**config.mk**
```make
export PLATFORM = sky130hd
export DESIGN_NAME = keypad_scanner
export DESIGN_NICKNAME = d
export VERILOG_FILES = /design/src/rtl/keypad_pkg.sv /design/src/rtl/keypad_scanner_col_sync.sv /design/src/rtl/keypad_scanner.sv
export SDC_FILE = /design/constraint.sdc
export NUM_CORES = 1
export LEC_CHECK = 0
export CORE_ASPECT_RATIO = 0.75
export CORE_MARGIN = 1
export CORE_UTILIZATION = 25
export CTS_CLUSTER_DIAMETER = 40
export DETAILED_ROUTE_END_ITERATION = 10
export GPL_ROUTABILITY_DRIVEN = 0
export MAX_ROUTING_LAYER = met4
export PLACE_DENSITY = 0.54
export SLEW_MARGIN = 20
export SYNTH_ARGS = -nofsm -noshare
export SYNTH_HDL_FRONTEND = slang
export SYNTH_HIERARCHICAL = 1
export SYNTH_SLANG_ARGS = --single-unit
```
**constraint.sdc**
```tcl
create_clock -name clk -period 5.2 [get_ports clk]
set_input_delay 1.04 -clock clk [delete_from_list [all_inputs] [get_ports clk]]
set_output_delay 1.04 -clock clk [all_outputs]
set_load 0.02 [all_outputs]
```
**src/rtl/keypad_pkg.sv**
```systemverilog
// Shared types and constants for the 4x4 keypad scanner.
// The digit history is built only when KEYPAD_HISTORY_EN is defined.
package keypad_pkg;

    typedef enum logic [1:0] {
        SCAN,
        DEBOUNCE,
        HELD
    } state_t;

    localparam int KEY_ROWS = 4;
    localparam int KEY_COLS = 4;

    localparam logic [KEY_ROWS-1:0] ROWS_RST = 4'b1110;
    localparam logic [KEY_COLS-1:0] CS_RST   = 4'hF;

    // True when exactly one column is pulled low
    function automatic logic one_cold(input logic [KEY_COLS-1:0] v);
        logic [KEY_COLS-1:0] n;
        n = ~v;
        return (n != '0) && ((n & (n - 1'b1)) == '0);
    endfunction

    function automatic logic [1:0] col_idx(input logic [KEY_COLS-1:0] v);
        logic [1:0] idx;
        idx = '0;
        for (int i = 0; i < KEY_COLS; i++)
            if (!v[i]) idx = 2'(i);
        return idx;
    endfunction

endpackage

```
**src/rtl/keypad_scanner_col_sync.sv**
```systemverilog
// Two-flop synchronizer for the asynchronous keypad columns.
// Resets to all-high, i.e. no key pressed.
module col_sync
    import keypad_pkg::*;
(
    input  logic                clk,
    input  logic                rst,
    input  logic [KEY_COLS-1:0] d,
    output logic [KEY_COLS-1:0] q
);

    logic [KEY_COLS-1:0] s1;

    always_ff @(posedge clk) begin
        if (rst) begin
            s1 <= CS_RST;
            q  <= CS_RST;
        end else begin
            s1 <= d;
            q  <= s1;
        end
    end

endmodule

```
**src/rtl/keypad_scanner.sv**
```systemverilog
// 4x4 keypad row scanner with debounce and hex key code output.
// Define KEYPAD_HISTORY_EN to build the 8-digit history register.
module keypad_scanner
    import keypad_pkg::*;
#(
    parameter int SCAN_DIV     = 1000,
    parameter int DEBOUNCE_CNT = 20000
) (
    input  logic                clk,
    input  logic                rst,
    input  logic [KEY_COLS-1:0] cols,
    output logic [KEY_ROWS-1:0] rows,
    output logic [3:0]          key_code,
    output logic                key_valid,
    output logic                key_held,
    output logic [31:0]         digits
);

    localparam int DW = $clog2(SCAN_DIV);
    localparam int CW = $clog2(DEBOUNCE_CNT + 1);
    localparam logic [DW-1:0] DWELL_LAST = DW'(SCAN_DIV - 1);
    localparam logic [CW-1:0] CNT_DONE   = CW'(DEBOUNCE_CNT);

    logic [KEY_COLS-1:0] cs;
    logic [KEY_COLS-1:0] pat;
    logic [1:0]          r;
    logic [1:0]          c;
    logic [DW-1:0]       dwell;
    logic [CW-1:0]       cnt;
    state_t              state;
    logic                accept;

    col_sync u_sync (
        .clk (clk),
        .rst (rst),
        .d   (cols),
        .q   (cs)
    );

    assign rows   = ~(KEY_ROWS'(1) << r);
    assign accept = (state == DEBOUNCE) && (cs == pat) && (cnt == CNT_DONE);

    always_ff @(posedge clk) begin
        if (rst) begin
            state     <= SCAN;
            r         <= '0;
            c         <= '0;
            pat       <= CS_RST;
            dwell     <= '0;
            cnt       <= '0;
            key_code  <= '0;
            key_valid <= 1'b0;
            key_held  <= 1'b0;
        end else begin
            key_valid <= 1'b0;
            case (state)
                SCAN: begin
                    if (dwell == DWELL_LAST) begin
                        dwell <= '0;
                        if (one_cold(cs)) begin
                            pat   <= cs;
                            c     <= col_idx(cs);
                            cnt   <= '0;
                            state <= DEBOUNCE;
                        end else begin
                            r <= r + 2'd1;
                        end
                    end else begin
                        dwell <= dwell + 1'b1;
                    end
                end
                DEBOUNCE: begin
                    if (cs != pat) begin
                        dwell <= '0;
                        state <= SCAN;
                    end else if (cnt == CNT_DONE) begin
                        key_code  <= {r, c};
                        key_valid <= 1'b1;
                        key_held  <= 1'b1;
                        cnt       <= '0;
                        state     <= HELD;
                    end else begin
                        cnt <= cnt + 1'b1;
                    end
                end
                HELD: begin
                    // Any low column, even from another key, restarts release timing
                    if (cs != CS_RST) begin
                        cnt <= '0;
                    end else if (cnt == CNT_DONE) begin
                        key_held <= 1'b0;
                        r        <= r + 2'd1;
                        dwell    <= '0;
                        cnt      <= '0;
                        state    <= SCAN;
                    end else begin
                        cnt <= cnt + 1'b1;
                    end
                end
                default: state <= SCAN;
            endcase
        end
    end

`ifdef KEYPAD_HISTORY_EN
    always_ff @(posedge clk) begin
        if (rst)
            digits <= '0;
        else if (accept)
            digits <= {digits[27:0], r, c};
    end
`else
    assign digits = '0;
`endif

endmodule
```
# --- Word level (Yosys, flattened, before mapping) ---
# Index checks and enable logic that the tools add are counted.
op_classes:
  add_sub_neg: 4
  eq_ne: 15
  shifts: 1
  mux: 32
  bitwise_logic: 5
  n_reduce_logical: 15
op_table:
  columns: ["operator", "count"]
  rows:
  - ["15-bit two-way mux", 5]
  - ["15-bit case mux with 3 select lines", 1]
  - ["10-bit two-way mux", 4]
  - ["10-bit case mux with 3 select lines", 1]
  - ["2-bit two-way mux", 12]
  - ["15-bit by 1-bit adder with 15-bit output, second input constant", 1]
  - ["15-bit equality test, second input constant", 1]
  - ["5-bit AND reduction", 3]
  - ["2-bit != test, second input constant", 6]
  - ["10-bit by 1-bit adder with 10-bit output, second input constant", 1]
  - ["10-bit equality test, second input constant", 1]
  - ["4-bit inverter", 2]
  - ["4-bit AND reduction", 2]
  - ["1-bit two-way mux", 6]
  - ["2-bit case mux with 3 select lines", 1]
  - ["3-bit AND reduction", 2]
  - ["4-bit AND", 1]
  - ["4-bit logical NOT", 1]
  - ["2-bit by 1-bit != test with 1-bit output, second input constant", 2]
  - ["4-bit != test", 1]
  - ["4-bit != test, second input constant", 1]
  - ["2-bit case mux with 2 select lines", 1]
  - ["2-bit nonzero test", 2]
  - ["4-bit nonzero test", 1]
  - ["other kinds (12)", 13]
totals:
  regBits: 49
  input_bits: 6
  out_inout_bits: 42
  elab_cells: 83

# --- Longest topological paths before layout ---
depth:
  ltp_word: 8
  ltp_mapped: 10
  depth_no_buf: 7

# --- Cells and area by module ---
# Netlist, hierarchy kept.
by_module_without_submodules:
  columns: ["module", "instances", "cells_per_inst", "area_each_um2", "seq_area_each_um2"]
  rows:
  - ["keypad_scanner", 1, 313, 2618.8, 820.8]
  - ["col_sync", 1, 16, 210.2, 160.2]

# --- Worst setup path after synthesis ---
# OpenSTA, ideal clock, no wires.
synth_path:
  kind: "flip-flop to flip-flop"
  from: "reg dwell[0]"
  to: "reg r[0]"
  setup_time_ps: 121
  arrival_ps: 2057
  required_ps: 5079
  slack_ps: 3023
  path_stages_with_launch: 7
  path_buffers: 0
  period_less_slack_ps: 2177
  cell_sequence: "dfxtp_1 ha_1 and2_0 and4_1 or3b_2 a21boi_0 mux2_2"
synth_via:
  elab_chain_cells: 3
synth_rtl:
  columns: ["element", "line_no", "text"]
  rows:
  - ["start, declared", "keypad_scanner.sv:28", "logic [DW-1:0] dwell;"]
  - ["start signal, assigned", "keypad_scanner.sv:69", "dwell <= dwell + 1'b1;"]
  - ["10-bit equality test", "keypad_scanner.sv:58", "if (dwell == DWELL_LAST) begin"]
  - ["2-bit != test (no source line)", null, null]
  - ["5-bit AND reduction (no source line)", null, null]
  - ["end signal, assigned", "keypad_scanner.sv:66", "r <= r + 2'd1;"]
  - ["end signal, assigned", "keypad_scanner.sv:92", "r <= r + 2'd1;"]
  - ["end, declared", "keypad_scanner.sv:26", "logic [1:0] r;"]
# No other way between the ends.
# A chain may end at the register's enable or synchronous reset.

==> impl_metrics.py <==
metrics = {
    "synthesis": {
        "synth.ff_latch_count": 49,
        "yosysTopAreaCell": "dfxtp_1",
        "synth.area.top_cells": "dfxtp_1 35%, buf_4 8.5%, ha_1 4.9%",
        "ys_top_cells_by_count": "49 x dfxtp_1, 32 x buf_4, 25 x nand2_1",
        "avgSynthCellArea_um2": 8.60,
        "ys_warn_count": 6,
        "yosysMostFrequentCell": "dfxtp_1",
        "async_flop_share": 0,
        "synthCells": 329,
        "yosys.area.top_type_share": 0.347,
        "synth_cell_type_count": 63,
        "ys_seq_area_frac": 0.347,
        "syn_area_um2": 2830,
        "synth_edf_count": 0,
        "synth_ff_type": "dfxtp_1",
    },
    "final_layout": {
        "drive_gt1_frac": 0.0774,
        "antennaDiodeCount": 0,
        "utilization": 0.288,
        "layout.nets": 352,
        "syn_to_final_growth_pct": 11.8,
    },
    "placed_design": {
        "portBuffers": 15,
        "hpwl_um": 4060,
    },
    "clock_network": {
        "cts-resized-gates": 0,
        "insertion_delay_ps": 290,
        "cts.sinks": 49,
        "path_clk_slew_ps": 70,
        "postCtsHoldBufs": 0,
        "cts_tree": "yes",
        "cts_buffer_depth": 2,
        "post_cts_buffers": 0,
        "ctsHtreeMaxLevel": 2,
        "numCtsBuffers": 5,
        "cts_root_buf": "clkbuf_16",
    },
    "worst_setup_path": {
        "r2r-start": "state[1]",
        "end_kind": "flop",
        "setup.worst_path.start": "rst",
        "crit_type": "in -> reg",
        "critical_path_arrival_ps": 2980,
        "critPathMaxFanout": 30,
        "crit_path_start_kind": "input pin",
        "crit_required_ps": 5390,
    },
    "timing": {
        "relSlewSlack": 0.331,
        "final_hold_viol_count": 0,
        "setup_viol": 0,
        "fin_crit_ps": 2790,
        "rsz0062_at_grt": "false",
        "fin_setup_tns_ps": 0,
        "slew_violations": 0,
        "skew_ps": 9.70,
        "fmax_ghz": 0.358,
        "tightest_slew_ps": 1000,
        "finalCritPeriodShare": 0.537,
    },
    "floorplanning": {
        "die_h_um": 94.1,
        "core_um2": 11000,
        "initial_core_util": 0.258,
        "rows": 33,
        "die_area_um2": 11700,
        "pin_count": 48,
        "die_w_um": 125,
    },
    "power_and_ir_drop": {
        "combPwrFrac": 0.060,
        "p_switching_uw": 183,
        "power.density_nw_per_um2": 258,
        "p_sw_frac": 0.224,
        "leakage_uw": 0.00121,
        "p_int_uw": 633,
        "clkPwrFrac": 0.469,
        "max-vdd-ir-drop_mv": 0.112,
        "seq_power_share": 0.472,
    },
    "grt": {
        "grt_pass1_wl_um": 9980,
        "track_usage": 0.109,
        "antenna_found_initial": 0,
        "grt_pass1_vias": 2029,
        "grt.overflow.total": 0,
        "grt_max_degree": 31,
    },
    "hold_path": {
        "hold_class": "reg -> reg",
        "hp-start": "u_sync/s1[0]",
    },
    "detailed_routing": {
        "ant_nets": 0,
        "via_per_inst": 4.73,
        "wl_per_cell_um": 12.3,
        "drtPass1Iterations": 7,
        "num_vias": 2252,
        "drt-initial-drc-count": 132,
        "finalWirelength_um": 5840,
        "drc_errors": 5,
    },
    "run_status": {
        "failed_checks": "DRC",
        "status": "finished, violations left",
    },
    "job": {
        "drv_cap": 0,
    },
}
area by class of cell:
cell class	instances	area, um^2
fill	1172	7820
multi-input combinational	244	1590
sequential	49	981
tap	140	175
timing repair buffer	18	173
clock buffer	6	139
inverter	17	63.8
clock inverter	2	37.5
worst paths after layout:
kind | end | slack, ps | depth (start not counted)
worst min-delay path | u_sync/q[0] | 400 | 1
worst max-delay path | cnt[13] | 2410 | 5
worst min register to register | u_sync/q[0] | 400 | 1
worst max register to register | cnt[13] | 2530 | 8
kinds of logic (layout without fill, tap and decap cells):
kind of cell / count (synthesis) / in the layout / share of synthesized area
AOI/OAI and AO/OA: 64 / 64 / 0.165
xor gates and xnor gates: 5 / 5 / 0.0155
adders and majority gates: 11 / 11 / 0.0487
buffers and inverters: 67 / 43 / 0.134
DFF: 49 / 49 / 0.347
muxes: 11 / 11 / 0.0394
other: 1 / 32 / 0.00133
and+or+nand+nor: 121 / 121 / 0.249
stage by stage:
stage | setup WS, ps | power (uW) | cell area (um^2) | instances | hold slack [ps]
after floorplan | 3020 | 449 | 2950 | 360 | 383
after global routing | 2230 | 854 | 3160 | 476 | 421
after CTS | 2240 | 830 | 3150 | 476 | 408
after global placement | 1990 | 441 | 2980 | 468 | 391
after detailed placement | 1960 | 441 | 2980 | 468 | 392
final | 2410 | 816 | 3160 | 476 | 404
power groups by stage:
stage                     Clock [uW]  Sequential, uW  Combinational, uW
after floorplan                    0             391               58.1
after global placement             0             393               47.4
after detailed placement           0             393               48.1
after CTS                        397             385               48.1
after global routing             414             385               53.8
final                            382             385               48.6
per-layer routing:
metal	GRT usage	share of wire
met1	0.149	0.53
met2	0.156	0.41
met3	0.0290	0.050
met4	0.0305	0.0072
met5	-	0
cells in the final DEF, fill, tap and decap left out, drive strengths merged, types with 3 or more instances in the layout:
master	instances
or2	11
nor2	14
nand2	25
mux2i	10
a31oi	3
nand4	5
clkdlybuf4s50	15
and4	5
xnor2	5
inv	16
or4b	3
nor3	7
conb	32
o31ai	11
a32o	7
a21o	3
dfxtp	49
o21ai	6
a21oi	16
buf	3
or4	13
clkbuf	6
ha	11
nor4	4
nand3	16
and3	4
registers in the layout, indices dropped and copies added, names as in the netlist, 4 cells and up:
register / flops
dwell: 10
cnt: 15
key_code: 4
pat: 4
u_sync/s1: 4
u_sync/q: 4
worst max-delay path, cell delays in order:
cell,delay [ps]
clkdlybuf4s50_1,450
buf_4,290
clkinv_1,550
o31ai_4,390
o21ba_2,240
Note: power is estimated with default switching activity, not from simulation.
